`config.mk`:
```
export PLATFORM = sky130hd
export DESIGN_NAME = fire_control
export DESIGN_NICKNAME = d
export VERILOG_FILES = /design/src/rtl/fire_control.sv
export SDC_FILE = /design/constraint.sdc
export NUM_CORES = 1
export LEC_CHECK = 0
export ABC_AREA = 0
export CAP_MARGIN = 0
export CORE_UTILIZATION = 42
export CTS_CLUSTER_DIAMETER = 60
export CTS_CLUSTER_SIZE = 28
export DETAILED_ROUTE_END_ITERATION = 6
export PLACE_DENSITY = 0.79
export SLEW_MARGIN = 20
export SYNTH_ARGS = -nofsm -noshare
export SYNTH_HDL_FRONTEND = slang
export SYNTH_SLANG_ARGS = --single-unit
```
`constraint.sdc`:
```
create_clock -name clk -period 2.1 [get_ports clk]
set_clock_uncertainty 0.2 [all_clocks]
set_input_delay 0.42 -clock clk [delete_from_list [all_inputs] [get_ports clk]]
set_output_delay 0.42 -clock clk [all_outputs]
set_load 0.005 [all_outputs]
```
`src/rtl/fire_control.sv`:
```
// -----------------------------------------------------------------------------
// fire_control
//   Fire-control sequencer feeding the ammo saturation counter. Turns the pilot
//   trigger, mode selection and reload request into clean one-cycle fire/load
//   pulses carrying the decrement / load amounts, and enforces attack mode,
//   ammo sufficiency, inter-shot cooldown and (optionally) burst fire.
//
//   Optional feature macro: FIRE_CTRL_BURST_EN
//     defined   : burst count = burst_len (0 treated as 1), up to 7 shots/press
//     undefined : burst_len ignored, one shot per trigger press
//
// Ports
//   clk            system clock, rising edge
//   rst            asynchronous active-low reset
//   mode_selector  attack mode when 4'b0010
//   trigger        pilot trigger level (rising edge fires)
//   reload_req     reload request level
//   reload_amt     rounds loaded on reload
//   ammo_level     current count fed back from the ammo counter
//   shot_cost      rounds consumed per shot
//   cooldown       idle cycles between shots (0 behaves as 1)
//   burst_len      shots per trigger press (burst build only)
//   fire           one-cycle decrement pulse, fire_rate valid with it
//   load           one-cycle load pulse, ammo_load valid with it
//   error          one-cycle pulse after a rejected trigger
//   state          FSM state for debug/status
// -----------------------------------------------------------------------------
module fire_control #(
   parameter int AMMO_W = 9,
   parameter int CD_W   = 8
) (
   input  logic              clk,
   input  logic              rst,
   input  logic [3:0]        mode_selector,
   input  logic              trigger,
   input  logic              reload_req,
   input  logic [AMMO_W-1:0] reload_amt,
   input  logic [AMMO_W-1:0] ammo_level,
   input  logic [AMMO_W-1:0] shot_cost,
   input  logic [CD_W-1:0]   cooldown,
   input  logic [2:0]        burst_len,
   output logic              fire,
   output logic [AMMO_W-1:0] fire_rate,
   output logic              load,
   output logic [AMMO_W-1:0] ammo_load,
   output logic              error,
   output logic [1:0]        state
);

   typedef enum logic [1:0] {
      S_IDLE     = 2'b00,
      S_FIRE     = 2'b01,
      S_COOLDOWN = 2'b10,
      S_RELOAD   = 2'b11
   } state_e;

   state_e            state_q, state_d;
   logic              trig_q;
   logic              error_q, error_d;
   logic [AMMO_W-1:0] fire_rate_q, fire_rate_d;
   logic [AMMO_W-1:0] ammo_load_q, ammo_load_d;
   logic [CD_W-1:0]   cd_cnt_q, cd_cnt_d;

   logic trig_edge;
   logic attack_mode;
   logic ammo_ok;
   logic more_shots;

   assign trig_edge   = trigger & ~trig_q;
   assign attack_mode = (mode_selector == 4'b0010);
   assign ammo_ok     = (ammo_level >= shot_cost);

`ifdef FIRE_CTRL_BURST_EN
   logic [2:0] shots_left_q, shots_left_d;
   logic [2:0] burst_cnt;

   assign burst_cnt  = (burst_len == 3'd0) ? 3'd1 : burst_len;
   assign more_shots = (shots_left_q != 3'd0);
`else
   // Burst input is only consumed by the burst build.
   logic unused_burst_len;
   assign unused_burst_len = ^burst_len;
   assign more_shots       = 1'b0;
`endif

   // Next-state and registered-output logic.
   always_comb begin
      // NOTE: every variable gets a default first so no path can infer a latch.
      state_d     = state_q;
      error_d     = 1'b0;
      fire_rate_d = fire_rate_q;
      ammo_load_d = ammo_load_q;
      cd_cnt_d    = cd_cnt_q;
`ifdef FIRE_CTRL_BURST_EN
      shots_left_d = shots_left_q;
`endif
      unique case (state_q)
         S_IDLE: begin
            if (reload_req) begin
               state_d     = S_RELOAD;
               ammo_load_d = reload_amt;
            end else if (trig_edge) begin
               if (!attack_mode || !ammo_ok) begin
                  error_d = 1'b1;
               end else begin
                  state_d     = S_FIRE;
                  fire_rate_d = shot_cost;
`ifdef FIRE_CTRL_BURST_EN
                  shots_left_d = burst_cnt - 3'd1;
`endif
               end
            end
         end
         S_FIRE: begin
            // A cooldown of at least one cycle lets the counter's ammo_level
            // settle before the next sufficiency check.
            state_d  = S_COOLDOWN;
            cd_cnt_d = (cooldown == '0) ? CD_W'(1) : cooldown;
         end
         S_COOLDOWN: begin
            if (cd_cnt_q <= CD_W'(1)) begin
               // Burst cut short by mode/ammo ends quietly, no error pulse.
               if (more_shots && attack_mode && ammo_ok) begin
                  state_d = S_FIRE;
`ifdef FIRE_CTRL_BURST_EN
                  shots_left_d = shots_left_q - 3'd1;
`endif
               end else begin
                  state_d = S_IDLE;
               end
            end else begin
               cd_cnt_d = cd_cnt_q - CD_W'(1);
            end
         end
         S_RELOAD: state_d = S_IDLE;
         default:  state_d = S_IDLE;
      endcase
   end

   always_ff @(posedge clk or negedge rst) begin
      if (!rst) begin
         state_q     <= S_IDLE;
         trig_q      <= 1'b0;
         error_q     <= 1'b0;
         fire_rate_q <= '0;
         ammo_load_q <= '0;
         cd_cnt_q    <= '0;
`ifdef FIRE_CTRL_BURST_EN
         shots_left_q <= 3'd0;
`endif
      end else begin
         // NOTE: non-blocking assignments so all registers update from the
         // same pre-edge values.
         state_q     <= state_d;
         trig_q      <= trigger;
         error_q     <= error_d;
         fire_rate_q <= fire_rate_d;
         ammo_load_q <= ammo_load_d;
         cd_cnt_q    <= cd_cnt_d;
`ifdef FIRE_CTRL_BURST_EN
         shots_left_q <= shots_left_d;
`endif
      end
   end

   // Moore outputs straight from registers: fire and load are exclusive.
   assign fire      = (state_q == S_FIRE);
   assign load      = (state_q == S_RELOAD);
   assign fire_rate = fire_rate_q;
   assign ammo_load = ammo_load_q;
   assign error     = error_q;
   assign state     = state_q;

endmodule
```
## Word-level counts from Yosys, hierarchy flattened

Cells that the tools add are included.

- Logic and storage cells: 43
- Register bits: 30
- Input port bits: 46
- Latch bits: 0
- Memory bits (read-only): 0
- Memory bits (writable): 0
- Memories: 0
- Output and inout bits: 23

- Shift-type cells: 0
- Add/subtract/negate cells: 1
- Reduce and logical (&&, ||, !) cells: 10
- Mux-type cells: 12
- Bitwise gates (word level): 4
- Order comparisons: 2
- $mul: 0
- Equal/unequal tests: 8
- Divide/modulo/power cells: 0

Operators with widths:

| operator | number |
|---|---|
| $mux W8 | 2 |
| $pmux W8 S2 | 1 |
| $ge A9 B9 Y1 | 1 |
| $le A8 B1 Y1 const B | 1 |
| $logic_not A8 Y1 | 1 |
| $mux W2 | 4 |
| $pmux W2 S4 | 1 |
| $sub A8 B1 Y8 const B | 1 |
| $ne A3 B3 Y1 const B | 2 |
| $eq A2 B2 Y1 const B | 2 |
| $eq A4 B2 Y1 const B | 1 |
| $mux W1 | 4 |
| $ne A2 B2 Y1 const B | 2 |
| $reduce_and A2 Y1 | 2 |
| $reduce_and A4 Y1 | 1 |
| $not A1 Y1 | 3 |
| $reduce_and A3 Y1 | 1 |
| $eq A2 B1 Y1 const B | 1 |
| $logic_not A1 Y1 | 2 |
| $logic_not A2 Y1 | 1 |
| $reduce_bool A2 Y1 | 1 |
| $and A1 B1 Y1 | 1 |
| $logic_or A1 B1 Y1 | 1 |

## Longest topological paths before layout

Gate-level depths: netlist (run 1).

- Depth in word-level cells: 7
- Mapped depth: 7
- Mapped depth without buffers: 7

## Worst setup path after synthesis (run 1)

No wires, ideal clock.

- Path kind: input -> register
- From: input port shot_cost[4]
- To: register fire_rate_q[0], in the netlist fire_rate[0]
- Arrival: 1.808 ns
- Data required time: 1.775 ns
- Stages on the path: 7
- Setup slack: -0.033 ns
- Cells stage by stage: inv_1 -> ha_1 -> nand4_1 -> o221ai_1 -> nand3_1 -> a21oi_4 -> mux2_2

- Longest elaborated chain between the ends: 5

Ends and longest elaborated chain:

| item | RTL line | source |
|---|---|---|
| from (decl) | 39 | `input logic [AMMO_W-1:0] shot_cost,` |
| $ge A9 B9 Y1 | 71 | `assign ammo_ok = (ammo_level >= shot_cost);` |
| $logic_not A1 Y1 | 103 | `if (!attack_mode \|\| !ammo_ok) begin` |
| $logic_or A1 B1 Y1 | 103 |  |
| $not A1 Y1 (no source line) | -- |  |
| $reduce_and A4 Y1 (no source line) | -- |  |
| to (signal assigned) | 157 | `fire_rate_q <= fire_rate_d;` |
| to (decl) | 60 | `logic [AMMO_W-1:0] fire_rate_q, fire_rate_d;` |

Every way passes these cells.
A chain may end at the register's enable or synchronous reset.

## Worst setup path after layout (run 1)

- From: input port shot_cost[2]
- To: register fire_rate_q[6], in the netlist fire_rate[6]

The elaborated chain is that of the path after synthesis.

==> summary.md, run 1 <==
| Metric | Value |
|---|---|
| Status | `finished, violations left` |
| Failing checks | `setup timing` |
| Dpl ws | `-751 ps` |
| VDD IR max | `approximately 0.71 mV` |
| DRC | `0` |
| Initial antenna violation count | `0` |
| Ys Warns | `0` |
| Dpl cells | `270` |
| LEAKAGE | `around 1.2 nW` |
| Hold Startpoint | `shot_cost[4]` |
| # clock sinks | `30` |
| Worst R2R Path Depth | `6` |
| Post-Synth Simple-Gate Area | `0.153` |
| Largest net degree at the start of global routing | `31` |
| Power density over the cells | `a little over 900 nW/um^2` |
| Post-Synth Adder-Cell Area | `0.0840` |
| Initial Util | `0.444` |
| RSZ-0062 raised after global routing | `yes` |
| Initial drt markers | `43` |
| Synth top area share | `0.458` |
| Critical path's largest stage delay | `between 300 and 400 ps` |
| Critical path arrival | `around 2200 ps` |
| Synthesis-to-layout area growth | `69.6%` |
| Via count | `around 1.6k` |
| Port Buffer Count | `between 60 and 70` |
| Vias in the first global route | `1,547` |
| Crit path launch type | `input pin` |
| CTS Hold Bufs | `0` |
| Post-synth EDFFs | `0` |
| Die area | `4160 um^2` |
| WP data required | `2060 ps` |
| CTS Buf Count | `5` |
| Drt wl/cell | `17.6 um` |
| Antenna diodes | `0` |
| Pins Over Slew Limit | `0` |
| CP Max Fanout | `5` |
| Syn Inst Count | `about 150` |
| Proportion of synthesized area in mux cells | `0.136` |
| Worst Hold End | `fire_rate[4]$_DFFE_PN0P_` |
| H-tree Lvls | `2` |
| R2r setup slk | `80 ps` |
| Layout cells sized above 1 | `0.372` |
| Final cell count without fillers | `290` |
| CTS Root Cell | `clkbuf_8` |
| Synth cell types | `39` |
| Seq/Total Area, Yosys | `0.458` |
| GRT overflow | `0` |
| CP bufs+invs | `4` |
| Router iterations before antenna repair | `4` |
| Top post-synthesis cells by area | `dfrtp_1, mux2_2, ha_1, inv_1, a21oi_1` |
| Placeable Area | `3690 um^2` |
| Clock Latency Late Sink | `between 200 and 300 ps` |
| Ys async rst share | `1.00` |
| Most instantiated cells after synthesis | `dfrtp_1, mux2_2, inv_1` |
| Achievable frequency | `~450 MHz` |
| Tcrit/Tclk final | `1.06` |
| Fin util | `0.754` |
| Max Root-Sink Buffers | `2` |
| Synth area leader | `dfrtp_1` |
| XOR/XNOR share of the synthesized area | `0` |
| Syn Nets | `between 200 and 250` |
| Largest family of logic cells by synthesized area | `simple AND/OR/NAND/NOR gates` |
| Syn Std Cell Area | `1640 um^2` |
| CTS tree | `yes` |
| Final Hold Fails | `0` |
| Most common cell in the netlist | `dfrtp_1` |
| DIE HEIGHT | `64.5 um` |
| Final WL | `~5000 um` |
| Vias per Instance | `between 5 and 6` |
| First-pass GRT wire length | `between 7000 and 8000 um` |
| Min cycle time layout | `2220 ps` |
| Hold Path Stages | `2` |
| Post-synthesis compound-gate area fraction | `0.118` |
| Routability cong. | `0.872` |
| Ys flop type | `dfrtp_1` |
| Net count, final | `~300` |
| Slew @ Worst Pin | `approximately 380 ps` |
| Final setup margin | `-124 ps` |
| Gr usage total | `0.243` |
| Max cap viols | `0` |
| Post-DP Area | `roughly 2400 um^2` |
| #FFs+latches synth | `30` |
| Slowest CP cell | `mux2_4` |
| Rows | `22` |
| Mean post-synth cell area | `11.0 um^2` |
| Setup violators final | `9` |
| Clock-pin transition on the worst setup and hold timing paths | `~60 ps` |
| R2r endpoint | `fire_rate[6]$_DFFE_PN0P_` |
| CP cell instances | `buf_8 -> inv_4 -> ha_4 -> nand4_1 -> buf_4 -> o221ai_1 -> nand3_2 -> a21oi_4 -> buf_6 -> mux2_4` |
| Critical path class | `input pin to register` |
| Critical path capture point type | `register` |
| Crit path max-delay family | `compound AO/OA/AOI/OAI gates` |
| Reg2Reg Launch Point | `state[0]$_DFFE_PN0P_` |
| Final Cell Area | `between 2000 and 3000 um^2` |
| DP Wirelength | `just over 3000 um` |
| Num ports | `just under 70` |
| Relative slew slack | `0.748` |
| Final hold slack | `between 150 and 200 ps` |
| DIE WIDTH | `~64 um` |
| Antenna viol nets, final | `0` |
| HP Class | `input pin to register` |
## placed cells by master (no fill, tap or decap), drive strengths merged, types with 2 or more instances in the layout
cell            n
a21oi           9
mux2           18
nand2b          2
o221ai          2
nor4b           3
mux2i           2
inv            14
nor3            2
clkbuf          7
a211oi          2
clkdlybuf4s15   3
or3             2
dfrtp          30
buf            34
ha             11
nand3           5
o21ai           5
clkdlybuf4s50  46
nor4            3
or4             2
nor2            9
o211ai          2
dlygate4sd2     6
nand2           8
o31a            2
## worst reg2reg max path, cell delays in order (launching register included)
cell	delay, ps
dfrtp_2	460
buf_4	160
nor4b_2	300
nand2b_1	160
a21oi_4	170
buf_6	160
mux2_4	310
## per-stage QoR
step | setup TNS (ps) | power [mW]
after floorplan | -297 | 1.47
after global placement | -6580 | 1.94
after detailed placement | -7210 | 2.00
after CTS | 0 | 2.50
after global routing | -982 | 2.73
final | -985 | 2.57
## worst max-delay path by stage
stage	startpoint	to	slack, ps	depth (start not counted)
floorplan	shot_cost[8]	fire_rate[0]$_DFFE_PN0P_	-30	7
global placement	shot_cost[8]	fire_rate[4]$_DFFE_PN0P_	-680	8
detailed placement	shot_cost[8]	fire_rate[6]$_DFFE_PN0P_	-750	8
CTS	mode_selector[3]	fire_rate[6]$_DFFE_PN0P_	2	7
global route	shot_cost[4]	fire_rate[6]$_DFFE_PN0P_	-130	10
finish	shot_cost[2]	fire_rate[6]$_DFFE_PN0P_	-120	10
## what timing repair did
item / 4_1_cts / 5_1_grt
setup endpoints to repair: 12 / 11
resized for setup: 89 / 17
pin swaps: 17 / 7
setup buffers: 4 / 9
hold endpoints to repair: 0 / 0
gates cloned: 1 / 0
## logic make-up (layout without fill, tap and decap cells)
kind of cell             Yosys count  in the layout
buffers and inverters             18            111
adder cells (fa/ha/maj)           11             11
AND/OR/NAND/NOR                   43             43
AO/OA/AOI/OAI                     27             27
flip-flops                        30             30
multiplexers                      20             20
## registers in the layout, summed over array words and instances, names as in the netlist
name       count
ammo_load      9
fire_rate      9
cd_cnt_q       8
state          2
error          1
trig_q         1
## cell type report
class | instances | area [um^2]
Clock buffer | 7 | 86.3
Clock inverter | 1 | 5.00
Tap cell | 48 | 60.1
Timing Repair Buffer | 89 | 836
Multi-Input combinational cell | 101 | 981
Fill cell | 238 | 908
Sequential cell | 30 | 752
Inverter | 14 | 60.1
## power breakdown
group	leakage [nW]	switching [mW]	internal (mW)
clock	0.0482	0.208	0.264
combinational	0.803	0.464	0.697
sequential	0.372	0.160	0.775
total	1.22	0.832	1.74
## routing by layer
layer  vias to the layer above  share of wire  global-route usage
met3                        10          0.068              0.0581
met1                       752           0.40               0.272
met5                         -              0                   0
met2                        74           0.52               0.447
met4                         0          0.020              0.0833
li1                        721              -                   -
Power figures use the tool's default switching activity.
==> inputs of run 2 (changes only) <==
--- a/config.mk
+++ b/config.mk
@@ -12,7 +12,8 @@
 export CTS_CLUSTER_SIZE = 28
 export DETAILED_ROUTE_END_ITERATION = 6
 export PLACE_DENSITY = 0.79
-export SLEW_MARGIN = 20
+export SETUP_SLACK_MARGIN = 0.1
+export SLEW_MARGIN = 15
 export SYNTH_ARGS = -nofsm -noshare
 export SYNTH_HDL_FRONTEND = slang
 export SYNTH_SLANG_ARGS = --single-unit
==> run 2 against run 1 <==
The flow still finishes with violations (setup timing). Global-route usage rose by 0.13 points. Via count grew 0.26%. Clock-buffer cell count is the same. Sequential power increased by 0.9%. Wire length rose by 5.6%. First-iteration DRC count fell by 23%. Utilization rose by 2.3 points. Cell area grew 3.1%. Power increased by 2.4%. Non-clock buffer count decreased by 1.
==> summary.md, run 2 (synthesized netlist as in run 1, its figures left out) <==
| Metric | Value |
|---|---|
| Status | `finished, violations left` |
| VDD IR max | `roughly 0.6 mV` |
| Top sig layer | `met4` |
| Net count, final | `just under 300` |
| LEAKAGE | `1.24 nW` |
| Rows | `22` |
| CTS Root Cell | `clkbuf_8` |
| # clock sinks | `30` |
| Vias in the first global route | `around 1.6k` |
| H-tree Lvls | `2` |
| Initial Util | `0.444` |
| Antenna diodes | `0` |
| Routability cong. | `approximately 0.86` |
| Max cap viols | `0` |
| Antenna viol nets, final | `0` |
| Layout cells sized above 1 | `0.415` |
| Initial drt markers | `33` |
| Critical path class | `input pin to register` |
| CTS Buf Count | `5` |
| Worst R2R Path Depth | `7` |
| Worst Hold End | `fire_rate[2]$_DFFE_PN0P_` |
| DIE HEIGHT | `roughly 64 um` |
| WP data required | `2060 ps` |
| Largest net degree at the start of global routing | `31` |
| DIE WIDTH | `approximately 64 um` |
| Die area | `4160 um^2` |
| CTS tree | `yes` |
| Pins Over Slew Limit | `0` |
| Slew @ Worst Pin | `between 300 and 400 ps` |
| R2r setup slk | `approximately 20 ps` |
| Final Hold Fails | `0` |
| RSZ-0062 raised after global routing | `yes` |
| First-pass GRT wire length | `7560 um` |
| Achievable frequency | `between 400 and 500 MHz` |
| Final hold slack | `182 ps` |
| CTS Hold Bufs | `0` |
| Hold Path Stages | `2` |
| Port Buffer Count | `65` |
| Clock-pin transition on the worst setup and hold timing paths | `approximately 60 ps` |
| Most frequent cells in the layout | `clkdlybuf4s50_1, dfrtp_1, buf_4, ha_4` |
| Power density over the cells | `917 nW/um^2` |
| Setup violators final | `9` |
| DRC | `0` |
| Initial antenna violation count | `0` |
| Max Root-Sink Buffers | `2` |
| Crit path launch type | `input pin` |
| Drt wl/cell | `18.6 um` |
| Tcrit/Tclk final | `1.05` |
| GRT overflow | `0` |
| Num ports | `69` |
| HP Class | `input pin to register` |
| Final cell count without fillers | `289` |
| Router iterations before antenna repair | `4` |
| Via count | `approximately 1.6k` |
| Hold Startpoint | `shot_cost[2]` |
| DP Wirelength | `3180 um` |
| Final setup margin | `-95.4 ps` |
| Met3 Wirelength | `289 um` |
| Commonest non-fill, non-tap cell in the layout | `clkdlybuf4s50_1` |
| Wire length on met1 | `roughly 2200 um` |
| Gr usage total | `0.245` |
| Vias per Instance | `5.40` |
| Final WL | `about 5400 um` |
| CP Max Fanout | `4` |
| Total power | `approximately 2.6 mW` |
| Failing checks | `setup timing` |
| Dpl cells | `between 200 and 300` |
| Reg2Reg Launch Point | `state[1]$_DFFE_PN0P_` |
| Critical path arrival | `approximately 2200 ps` |
| Clock Latency Late Sink | `roughly 280 ps` |
| R2r endpoint | `fire_rate[7]$_DFFE_PN0P_` |
| Min cycle time layout | `around 2200 ps` |
| DR WL met2 | `between 2000 and 3000 um` |
| Critical path capture point type | `register` |
| Relative slew slack | `0.737` |
| Placeable Area | `3690 um^2` |
| Synthesis-to-layout area growth | `74.9%` |
## run 2: power by group
group / switching, mW / internal [mW] / leakage [nW]
logic: 0.504 / 0.710 / 0.819
clock network: 0.208 / 0.264 / 0.0482
registers: 0.166 / 0.778 / 0.371
## run 2: how the worst max path moves through the flow
| stage | cells past startpoint | slack (ps) | from | to |
|---|---|---|---|---|
| finish | 11 | -100 | shot_cost[4] | fire_rate[7]$_DFFE_PN0P_ |
| CTS | 10 | -70 | shot_cost[3] | fire_rate[7]$_DFFE_PN0P_ |
| floorplan | 7 | 7 | shot_cost[8] | fire_rate[0]$_DFFE_PN0P_ |
| global placement | 8 | -690 | shot_cost[8] | fire_rate[8]$_DFFE_PN0P_ |
| detailed placement | 8 | -790 | shot_cost[8] | fire_rate[4]$_DFFE_PN0P_ |
| global route | 7 | -140 | mode_selector[0] | fire_rate[5]$_DFFE_PN0P_ |
## run 2: layout make-up
type / count / area (um^2)
Clock inverter: 1 / 5.00
Clock buffer: 7 / 86.3
Sequential cell: 30 / 753
Multi-Input combinational cell: 101 / 1040
Fill cell: 233 / 822
Tap cell: 48 / 60.1
Inverter: 14 / 67.6
Timing Repair Buffer: 88 / 857
## run 2: per-stage QoR
stage	setup WS, ps	utilization	TNS (ps)	area, um^2
finish	-95.4	0.777	-777	2870
global route	-145	0.777	-1270	2870
CTS	-74.3	0.746	-637	2750
global placement	-693	0.671	-6590	2470
detailed placement	-787	0.671	-7450	2470
floorplan	7.34	-	0	1720
## run 2: routing by layer
metal | vias to the layer above | track usage
met4 | 0 | 0.106
met1 | 760 | 0.291
met2 | 71 | 0.426
met3 | 9 | 0.0493
met5 | - | 0
li1 | 721 | -
## run 2: what timing repair did
item,in CTS,in global routing
resized for setup,73,30
cloned,1,0
setup buffers,8,4
setup endpoints to repair,17,17
pin swaps,11,7
## run 2: critical path, cell delays in order
cell,delay (ps)
buf_8,80
inv_4,30
ha_4,270
nand4_1,140
buf_4,180
o221ai_4,170
nand3_2,140
a21oi_4,180
buf_6,130
buf_16,110
mux2_4,300
